File: config.mk
export PLATFORM = sky130hd
export DESIGN_NAME = qdrc_arb
export DESIGN_NICKNAME = d
export VERILOG_FILES = /design/src/rtl/qdrc_arb.sv
export SDC_FILE = /design/constraint.sdc
export NUM_CORES = 1
export LEC_CHECK = 0
export CAP_MARGIN = 30
export CORE_MARGIN = 4
export CORE_UTILIZATION = 40
export DETAILED_ROUTE_END_ITERATION = 16
export GPL_TIMING_DRIVEN = 0
export PLACE_DENSITY = 0.8
export SLEW_MARGIN = 30
export SYNTH_ARGS = -nofsm -noshare
export SYNTH_HDL_FRONTEND = slang
export SYNTH_SLANG_ARGS = --single-unit
File: constraint.sdc
create_clock -name clk -period 4.2 [get_ports clk]
set_input_delay 1.05 -clock clk [delete_from_list [all_inputs] [get_ports clk]]
set_output_delay 1.05 -clock clk [all_outputs]
set_load 0.02 [all_outputs]
File: src/rtl/qdrc_arb.sv
// Two-port round-robin arbiter in front of the QDR controller user interface.
// Issued reads are tagged in an in-order FIFO so returning data reaches its requester.
module qdrc_arb #(
    parameter int DATA_WIDTH   = 18,
    parameter int BW_WIDTH     = 2,
    parameter int ADDR_WIDTH   = 21,
    parameter int BURST_LENGTH = 4,
    parameter int TAG_DEPTH    = 16
) (
    input  logic                    clk,
    input  logic                    reset_n,
    input  logic                    p0_req,
    input  logic                    p0_rnw,
    input  logic [ADDR_WIDTH-1:0]   p0_addr,
    input  logic [2*DATA_WIDTH-1:0] p0_wr_data,
    input  logic [2*BW_WIDTH-1:0]   p0_wr_be,
    output logic                    p0_ack,
    output logic [2*DATA_WIDTH-1:0] p0_rd_data,
    output logic                    p0_rd_dvld,
    input  logic                    p1_req,
    input  logic                    p1_rnw,
    input  logic [ADDR_WIDTH-1:0]   p1_addr,
    input  logic [2*DATA_WIDTH-1:0] p1_wr_data,
    input  logic [2*BW_WIDTH-1:0]   p1_wr_be,
    output logic                    p1_ack,
    output logic [2*DATA_WIDTH-1:0] p1_rd_data,
    output logic                    p1_rd_dvld,
    input  logic                    phy_rdy,
    output logic                    usr_rd_strb,
    output logic                    usr_wr_strb,
    output logic [ADDR_WIDTH-1:0]   usr_addr,
    output logic [2*DATA_WIDTH-1:0] usr_wr_data,
    output logic [2*BW_WIDTH-1:0]   usr_wr_be,
    input  logic [2*DATA_WIDTH-1:0] usr_rd_data,
    input  logic                    usr_rd_dvld,
    output logic                    rd_orphan
);
    localparam int PTR_W = $clog2(TAG_DEPTH);
    localparam int CNT_W = PTR_W + 1;
    localparam logic [1:0] SPACING = 2'(BURST_LENGTH / 2 - 1);

    // Async assert, clk-synchronous release of the internal reset.
    logic [1:0] rst_sync_q;
    logic       rst_n;
    always_ff @(posedge clk or negedge reset_n) begin
        if (!reset_n) rst_sync_q <= '0;
        else          rst_sync_q <= {rst_sync_q[0], 1'b1};
    end
    assign rst_n = rst_sync_q[1];

    logic                    ack0_q, ack0_d, ack1_q, ack1_d;
    logic                    rd_strb_q, rd_strb_d, wr_strb_q, wr_strb_d;
    logic [ADDR_WIDTH-1:0]   addr_q, addr_d;
    logic [2*DATA_WIDTH-1:0] wdata_q, wdata_d, rdata_q, rdata_d;
    logic [2*BW_WIDTH-1:0]   be_q, be_d;
    logic                    dvld0_q, dvld0_d, dvld1_q, dvld1_d;
    logic                    orphan_q, orphan_d;
    logic                    last_q, last_d;
    logic [1:0]              spacing_q, spacing_d;
    logic [PTR_W-1:0]        wr_ptr_q, wr_ptr_d, rd_ptr_q, rd_ptr_d;
    logic [CNT_W-1:0]        count_q, count_d;
    logic                    tag_mem_q [TAG_DEPTH];

    logic fifo_full, can_issue, elig0, elig1, gnt0, gnt1, gnt_any, gnt_rnw;
    logic push, pop, head_tag;

    // Handshake: pN_req is held with stable fields until the one-cycle pN_ack;
    // the cycle carrying pN_ack is never eligible, so a held req cannot double-issue.
    assign fifo_full = (count_q == CNT_W'(TAG_DEPTH));
    assign can_issue = phy_rdy && (spacing_q == 2'd0);
    assign elig0     = p0_req && !ack0_q && can_issue && (!p0_rnw || !fifo_full);
    assign elig1     = p1_req && !ack1_q && can_issue && (!p1_rnw || !fifo_full);

    always_comb begin
        gnt0 = 1'b0;
        gnt1 = 1'b0;
        if (elig0 && elig1) begin
            gnt0 = last_q;
            gnt1 = !last_q;
        end else begin
            gnt0 = elig0;
            gnt1 = elig1;
        end
    end

    assign gnt_any  = gnt0 || gnt1;
    assign gnt_rnw  = gnt0 ? p0_rnw : p1_rnw;
    assign push     = gnt_any && gnt_rnw;
    assign pop      = usr_rd_dvld && (count_q != '0);
    assign head_tag = tag_mem_q[rd_ptr_q];

    always_comb begin
        ack0_d    = gnt0;
        ack1_d    = gnt1;
        rd_strb_d = push;
        wr_strb_d = gnt_any && !gnt_rnw;
        addr_d    = addr_q;
        wdata_d   = wdata_q;
        be_d      = be_q;
        last_d    = last_q;
        if (gnt_any) begin
            addr_d  = gnt0 ? p0_addr    : p1_addr;
            wdata_d = gnt0 ? p0_wr_data : p1_wr_data;
            be_d    = gnt0 ? p0_wr_be   : p1_wr_be;
            last_d  = gnt1;
        end
        spacing_d = spacing_q;
        if (gnt_any)                spacing_d = SPACING;
        else if (spacing_q != 2'd0) spacing_d = spacing_q - 2'd1;
        wr_ptr_d = push ? wr_ptr_q + PTR_W'(1) : wr_ptr_q;
        rd_ptr_d = pop  ? rd_ptr_q + PTR_W'(1) : rd_ptr_q;
        count_d  = count_q;
        if (push && !pop)      count_d = count_q + CNT_W'(1);
        else if (!push && pop) count_d = count_q - CNT_W'(1);
        dvld0_d  = pop && !head_tag;
        dvld1_d  = pop && head_tag;
        rdata_d  = pop ? usr_rd_data : rdata_q;
        orphan_d = orphan_q || (usr_rd_dvld && (count_q == '0));
    end

    always_ff @(posedge clk or negedge rst_n) begin
        if (!rst_n) begin
            ack0_q    <= 1'b0;
            ack1_q    <= 1'b0;
            rd_strb_q <= 1'b0;
            wr_strb_q <= 1'b0;
            addr_q    <= '0;
            wdata_q   <= '0;
            be_q      <= '0;
            last_q    <= 1'b1;
            spacing_q <= 2'd0;
            wr_ptr_q  <= '0;
            rd_ptr_q  <= '0;
            count_q   <= '0;
            dvld0_q   <= 1'b0;
            dvld1_q   <= 1'b0;
            rdata_q   <= '0;
            orphan_q  <= 1'b0;
        end else begin
            ack0_q    <= ack0_d;
            ack1_q    <= ack1_d;
            rd_strb_q <= rd_strb_d;
            wr_strb_q <= wr_strb_d;
            addr_q    <= addr_d;
            wdata_q   <= wdata_d;
            be_q      <= be_d;
            last_q    <= last_d;
            spacing_q <= spacing_d;
            wr_ptr_q  <= wr_ptr_d;
            rd_ptr_q  <= rd_ptr_d;
            count_q   <= count_d;
            dvld0_q   <= dvld0_d;
            dvld1_q   <= dvld1_d;
            rdata_q   <= rdata_d;
            orphan_q  <= orphan_d;
        end
    end

    // Tag storage needs no reset: the pointers and count define validity.
    always_ff @(posedge clk) begin
        if (push) tag_mem_q[wr_ptr_q] <= gnt1;
    end

    assign p0_ack      = ack0_q;
    assign p1_ack      = ack1_q;
    assign usr_rd_strb = rd_strb_q;
    assign usr_wr_strb = wr_strb_q;
    assign usr_addr    = addr_q;
    assign usr_wr_data = wdata_q;
    assign usr_wr_be   = be_q;
    assign p0_rd_dvld  = dvld0_q;
    assign p1_rd_dvld  = dvld1_q;
    assign p0_rd_data  = rdata_q;
    assign p1_rd_data  = rdata_q;
    assign rd_orphan   = orphan_q;
endmodule

==> results of run 1 <==
==> routing by layer <==
layer,share of wire (%),wire length (µm),GRT usage [%]
met1,35,6670,22.4
met3,9.7,1840,7.78
met2,52,9790,38.6
met5,0,0,0
met4,3.3,619,9.07
==> cell families after synthesis <==
family,after synthesis,share of synthesized area (%)
multiplexers,6,1.82
flip-flops,138,58.3
AND/OR/NAND/NOR,160,11.0
other,1,0.0619
buffers and inverters,141,12.1
adder cells (fa/ha/maj),12,2.60
AO/OA/AOI/OAI,83,12.6
XOR/XNOR,11,1.59
==> placed cells by master (no fill, tap or decap), types with 4 or more instances in the layout <==
master / instances
buf_2: 12
buf_4: 36
edfxtp_1: 16
mux4_2: 4
inv_1: 72
a21oi_1: 5
xnor2_1: 9
nor3_1: 5
nor2_1: 12
a222oi_1: 61
clkdlybuf4s50_1: 305
nand2_1: 124
buf_6: 7
clkbuf_16: 18
dfrtp_1: 120
ha_1: 11
o21ai_0: 4
and3_1: 8
clkbuf_1: 15
==> flip-flops by register name (all words and copies together) (netlist names) <==
signal,flops
p0_rd_data,36
usr_wr_data,36
usr_addr,21
tag_mem_q,16
count_q,5
rd_ptr_q,4
usr_wr_be,4
wr_ptr_q,4
rst_sync_q,2
spacing_q,2
last_q,1
p0_ack,1
p0_rd_dvld,1
p1_ack,1
p1_rd_dvld,1
rd_orphan,1
usr_rd_strb,1
usr_wr_strb,1
==> layout make-up <==
type / count / share of cell area, %
Clock buffer: 23 / 5.01
Timing Repair Buffer: 307 / 31.0
Tap cell: 184 / 2.31
Multi-Input combinational cell: 273 / 18.0
Inverter: 72 / 2.71
Clock inverter: 9 / 0.866
Sequential cell: 138 / 35.5
Buffer: 69 / 4.63
==> worst max-delay path, cell delays in order <==
cell             delay (ns)
clkdlybuf4s50_1        0.47
nand4b_1               0.17
a211o_1                0.31
a22oi_1                0.45
buf_2                  0.33
ha_1                   0.24
inv_1                  0.12
ha_1                   0.30
a21o_1                 0.18
a21oi_1                0.18
mux2i_1                0.25
xnor2_1                0.14
==> stage by stage <==
step                      hold WS, ns  TNS [ns]  power (µW)  utilization, %  worst slack [ns]
after global routing            0.376         0        7000            67.8            0.0543
after CTS                       0.351         0        6680            67.8             0.350
after global placement          0.335   -122.21        5100            63.6             -1.04
final                           0.330         0        6610            67.8             0.308
after detailed placement        0.342   -0.0711        5180            63.9           -0.0711
after floorplan                 0.331         0        3750               -             0.551
==> power breakdown <==
part / internal [µW] / switching [µW] / total [µW]
combinational: 1490 / 1510 / 3000
clock: 899 / 564 / 1460
sequential: 1820 / 334 / 2150
total: 4210 / 2410 / 6610
==> worst max path at each step <==
stage	depth (start not counted)	slack, ns	startpoint	endpoint
final	12	0.31	phy_rdy	count_q[4]
after global routing	12	0.05	phy_rdy	count_q[4]
after floorplan	0	0.55	rst_sync_q[1]	count_q[0]
after CTS	12	0.35	phy_rdy	count_q[4]
after global placement	0	-1.04	rst_sync_q[1]	p0_rd_data[18]
after detailed placement	12	-0.07	phy_rdy	count_q[4]
==> metrics.csv, run 1 <==
metric;value;unit
outcome;finished clean;
f_max;257;MHz
Worst R2R End;count_q[4];
post-CTS resize count;0;
Final Routed Wirelength;18900;µm
cells on worst reg2reg path;10;
Post-CTS Setup Inserts;0;
Synth area leaders;dfrtp_1 50%, a222oi_1 10%, edfxtp_1 7.9%;
Slew Limit Fails;0;
row count;44;
final cell count without fillers;1075;
Mapped Nets;730;
reg2reg start;count_q[1];
grt ovf;0;
crit path DAT;4.22;ns
Synth cell types;42;
flop2flop setup slack;0.62;ns
H-Tree Depth;4;
Root Buffer;clkbuf_16;
pwr/cell area;663;mW/mm²
gpl congestion;0.826;
dominant cell type by area after synthesis;dfrtp_1;
share of the synthesized area in the top cell type;50.0;%
drc violations;0;
Starting Density;41.2;%
Tot GR Track Use;21.4;%
worst vdd ir;0.368;mV
Req. time, crit path;4.53;ns
#FFs+latches synth;138;
Fillers;1148;
chip height;131;µm
Reg area;0.00354;mm²
CORE AREA;0.0147;mm²
CTS sink cnt;138;
cts hold-fix bufs;0;
Post-DP Area;0.00939;mm²
Clock Path Buffers;2;
post-route cell area;0.00997;mm²
Hold Fails Final Rpt;0;
total CTS buffers;17;
cells after synthesis;552;
Setup Skew;0.0110;ns
io pins;306;
Die W;131;µm
IO buf count;305;
max_cap viols;0;
initial antenna violation count;0;
Placed Cells incl. Taps;1043;
fin crit share;92.7;%
Area Overhead vs Synth;64.6;%
layout cells sized above 1;10.9;%
initial DRC count;457;
kind of critical path;in2reg;
RSZ-0062 raised after global routing;false;
drt pass-1 iters;8;
top-count cell post-synth;nand2_1;
detailed placement HPWL;14800;µm
CP endpoint kind;flop;
post-synthesis instance area;0.00606;mm²
n_diodes;0;
sequential area share after synthesis;58.3;%
Final setup viols;0;
Rel. slew slack;57.7;%
DR vias;5474;
vias in the first global route;5509;
Clock transition at path regs;0.06;ns
Pleak;0.00474;µW
largest net degree at the start of global routing;43;
remaining antenna violation count after routing;0;
top post-synthesis cells by count;124 x nand2_1, 121 x dfrtp_1, 72 x inv_1;
global-route wire length before repair;28000;µm
Min-Delay Path Class;reg2async;
area of the multi-input gates;0.00179;mm²
die area;0.0172;mm²
CTS tree;yes;
startpoint types;input pin;
worst-path maximum fanout;11;
drt wl/cell;17.6;µm
Worst-Margin Slew;0.632;ns
synth warn;0;
FFs w/ async S/R, synth;88.4;%
number of flops mapped to enable cells by yosys;16;
Clk Latency, worst-skew pair;0.41;ns
vias per std cell;5.09;
main flop type after synthesis;dfrtp_1;
Period minus WS final;3.89;ns
Nets;1056;
Syn Area/Cell;11.0;µm²
No activity file was read; power rests on OpenSTA's default activity.
==> inputs of run 2 (changes only) <==
Settings changed: CORE_ASPECT_RATIO from default to 1.2, CORE_MARGIN 4 to default.
==> metrics.csv, run 2 (same netlist as run 1, synthesis figures left out) <==
metric;value;unit
outcome;finished clean;
fin crit share;93.7;%
Post-DP Area;0.00941;mm²
Slew Limit Fails;0;
remaining antenna violation count after routing;0;
n_diodes;0;
gpl congestion;0.754;
post-CTS resize count;0;
post-route cell area;0.00998;mm²
RSZ-0062 raised after global routing;false;
initial antenna violation count;0;
grt ovf;0;
die area;0.0156;mm²
Final setup viols;0;
Req. time, crit path;4.53;ns
worst vdd ir;0.343;mV
H-Tree Depth;4;
CP endpoint kind;flop;
Worst-Margin Slew;0.672;ns
global-route wire length before repair;27900;µm
CP startpoint;phy_rdy;
vias per std cell;5.00;
DR vias;5450;
Post-CTS Setup Inserts;0;
CTS sink cnt;138;
cts hold-fix bufs;0;
initial DRC count;486;
total CTS buffers;17;
vias in the first global route;5395;
Final Routed Wirelength;18400;µm
kind of critical path;in2reg;
IO buf count;305;
chip height;137;µm
Pleak;0.00474;µW
CTS tree;yes;
reg2reg start;spacing_q[0];
crit path DAT;4.27;ns
Clock transition at path regs;0.06;ns
CORE AREA;0.0146;mm²
Period minus WS final;3.94;ns
Clk Latency, worst-skew pair;0.41;ns
most frequent cells in the layout;305 x clkdlybuf4s50_1, 124 x nand2_1, 120 x dfrtp_1;
Clock Path Buffers;2;
Min-Delay Path Class;reg2async;
Tot GR Track Use;23.7;%
max_cap viols;0;
most common cell after layout, fill and taps aside;clkdlybuf4s50_1;
Rel. slew slack;55.0;%
Area Overhead vs Synth;64.7;%
Nets;1056;
drc violations;0;
Starting Density;41.5;%
io pins;306;
row count;48;
detailed placement HPWL;14100;µm
drt wl/cell;16.9;µm
TNS Setup;0;ns
startpoint types;input pin;
layout cells sized above 1;10.8;%
Hold Fails Final Rpt;0;
largest net degree at the start of global routing;44;
pwr/cell area;665;mW/mm²
drt pass-1 iters;7;
worst-path maximum fanout;11;
f_max;254;MHz
Setup Skew;0.0129;ns
Die W;114;µm
Root Buffer;clkbuf_16;
[run 2: per-layer routing]
layer  share of wire, %  track usage, %  vias to the layer above
li1                   -               -                     2536
met1                 35            25.6                     2613
met2                 54            42.8                      289
met3                9.5            9.30                       12
met4                1.4            6.93                        0
met5                  0               0                        -
[run 2: layout make-up]
class	count	area (µm²)
tap	200	250
multi-input combinational	273	1790
buffer	69	462
timing repair buffer	307	3090
clock inverter	12	139
inverter	72	270
fill	1128	4610
clock buffer	20	437
sequential	138	3540
[run 2: path summary, 6_finish.rpt]
path,endpoint,slack [ns],depth (start not counted)
setup / recovery,count_q[4],0.26,12
hold / removal,usr_wr_data[13],0.35,0
setup reg to reg,count_q[4],0.65,13
hold reg to reg,usr_wr_data[13],0.35,0
max in group asynchronous,last_q,3.18,1
min in group clk,rst_sync_q[1],0.36,0
[run 2: power breakdown]
part | switching [µW] | leakage [µW] | internal [µW]
clock | 594 | 0.000282 | 885
combinational | 1530 | 0.00280 | 1490
sequential | 322 | 0.00166 | 1820
[run 2: critical path: stages]
cell,delay (ns)
clkdlybuf4s50_1,0.47
nand4b_1,0.18
a211o_1,0.31
a22oi_1,0.43
buf_2,0.32
ha_1,0.25
inv_1,0.13
ha_1,0.30
a21o_1,0.18
a21oi_1,0.22
mux2i_1,0.27
xnor2_1,0.14
[run 2: per-stage QoR]
step	hold WS, ns	instances	power [µW]	worst slack, ns	utilization (%)
2_1_floorplan	0.331	552	3750	0.551	-
3_3_place_gp	0.335	1057	5100	-0.957	64.2
3_5_place_dp	0.344	1059	5180	-0.0807	64.5
4_1_cts	0.359	1091	6690	0.332	68.4
5_1_grt	0.363	1091	7020	0.0209	68.4
6_report	0.347	1091	6640	0.264	68.4
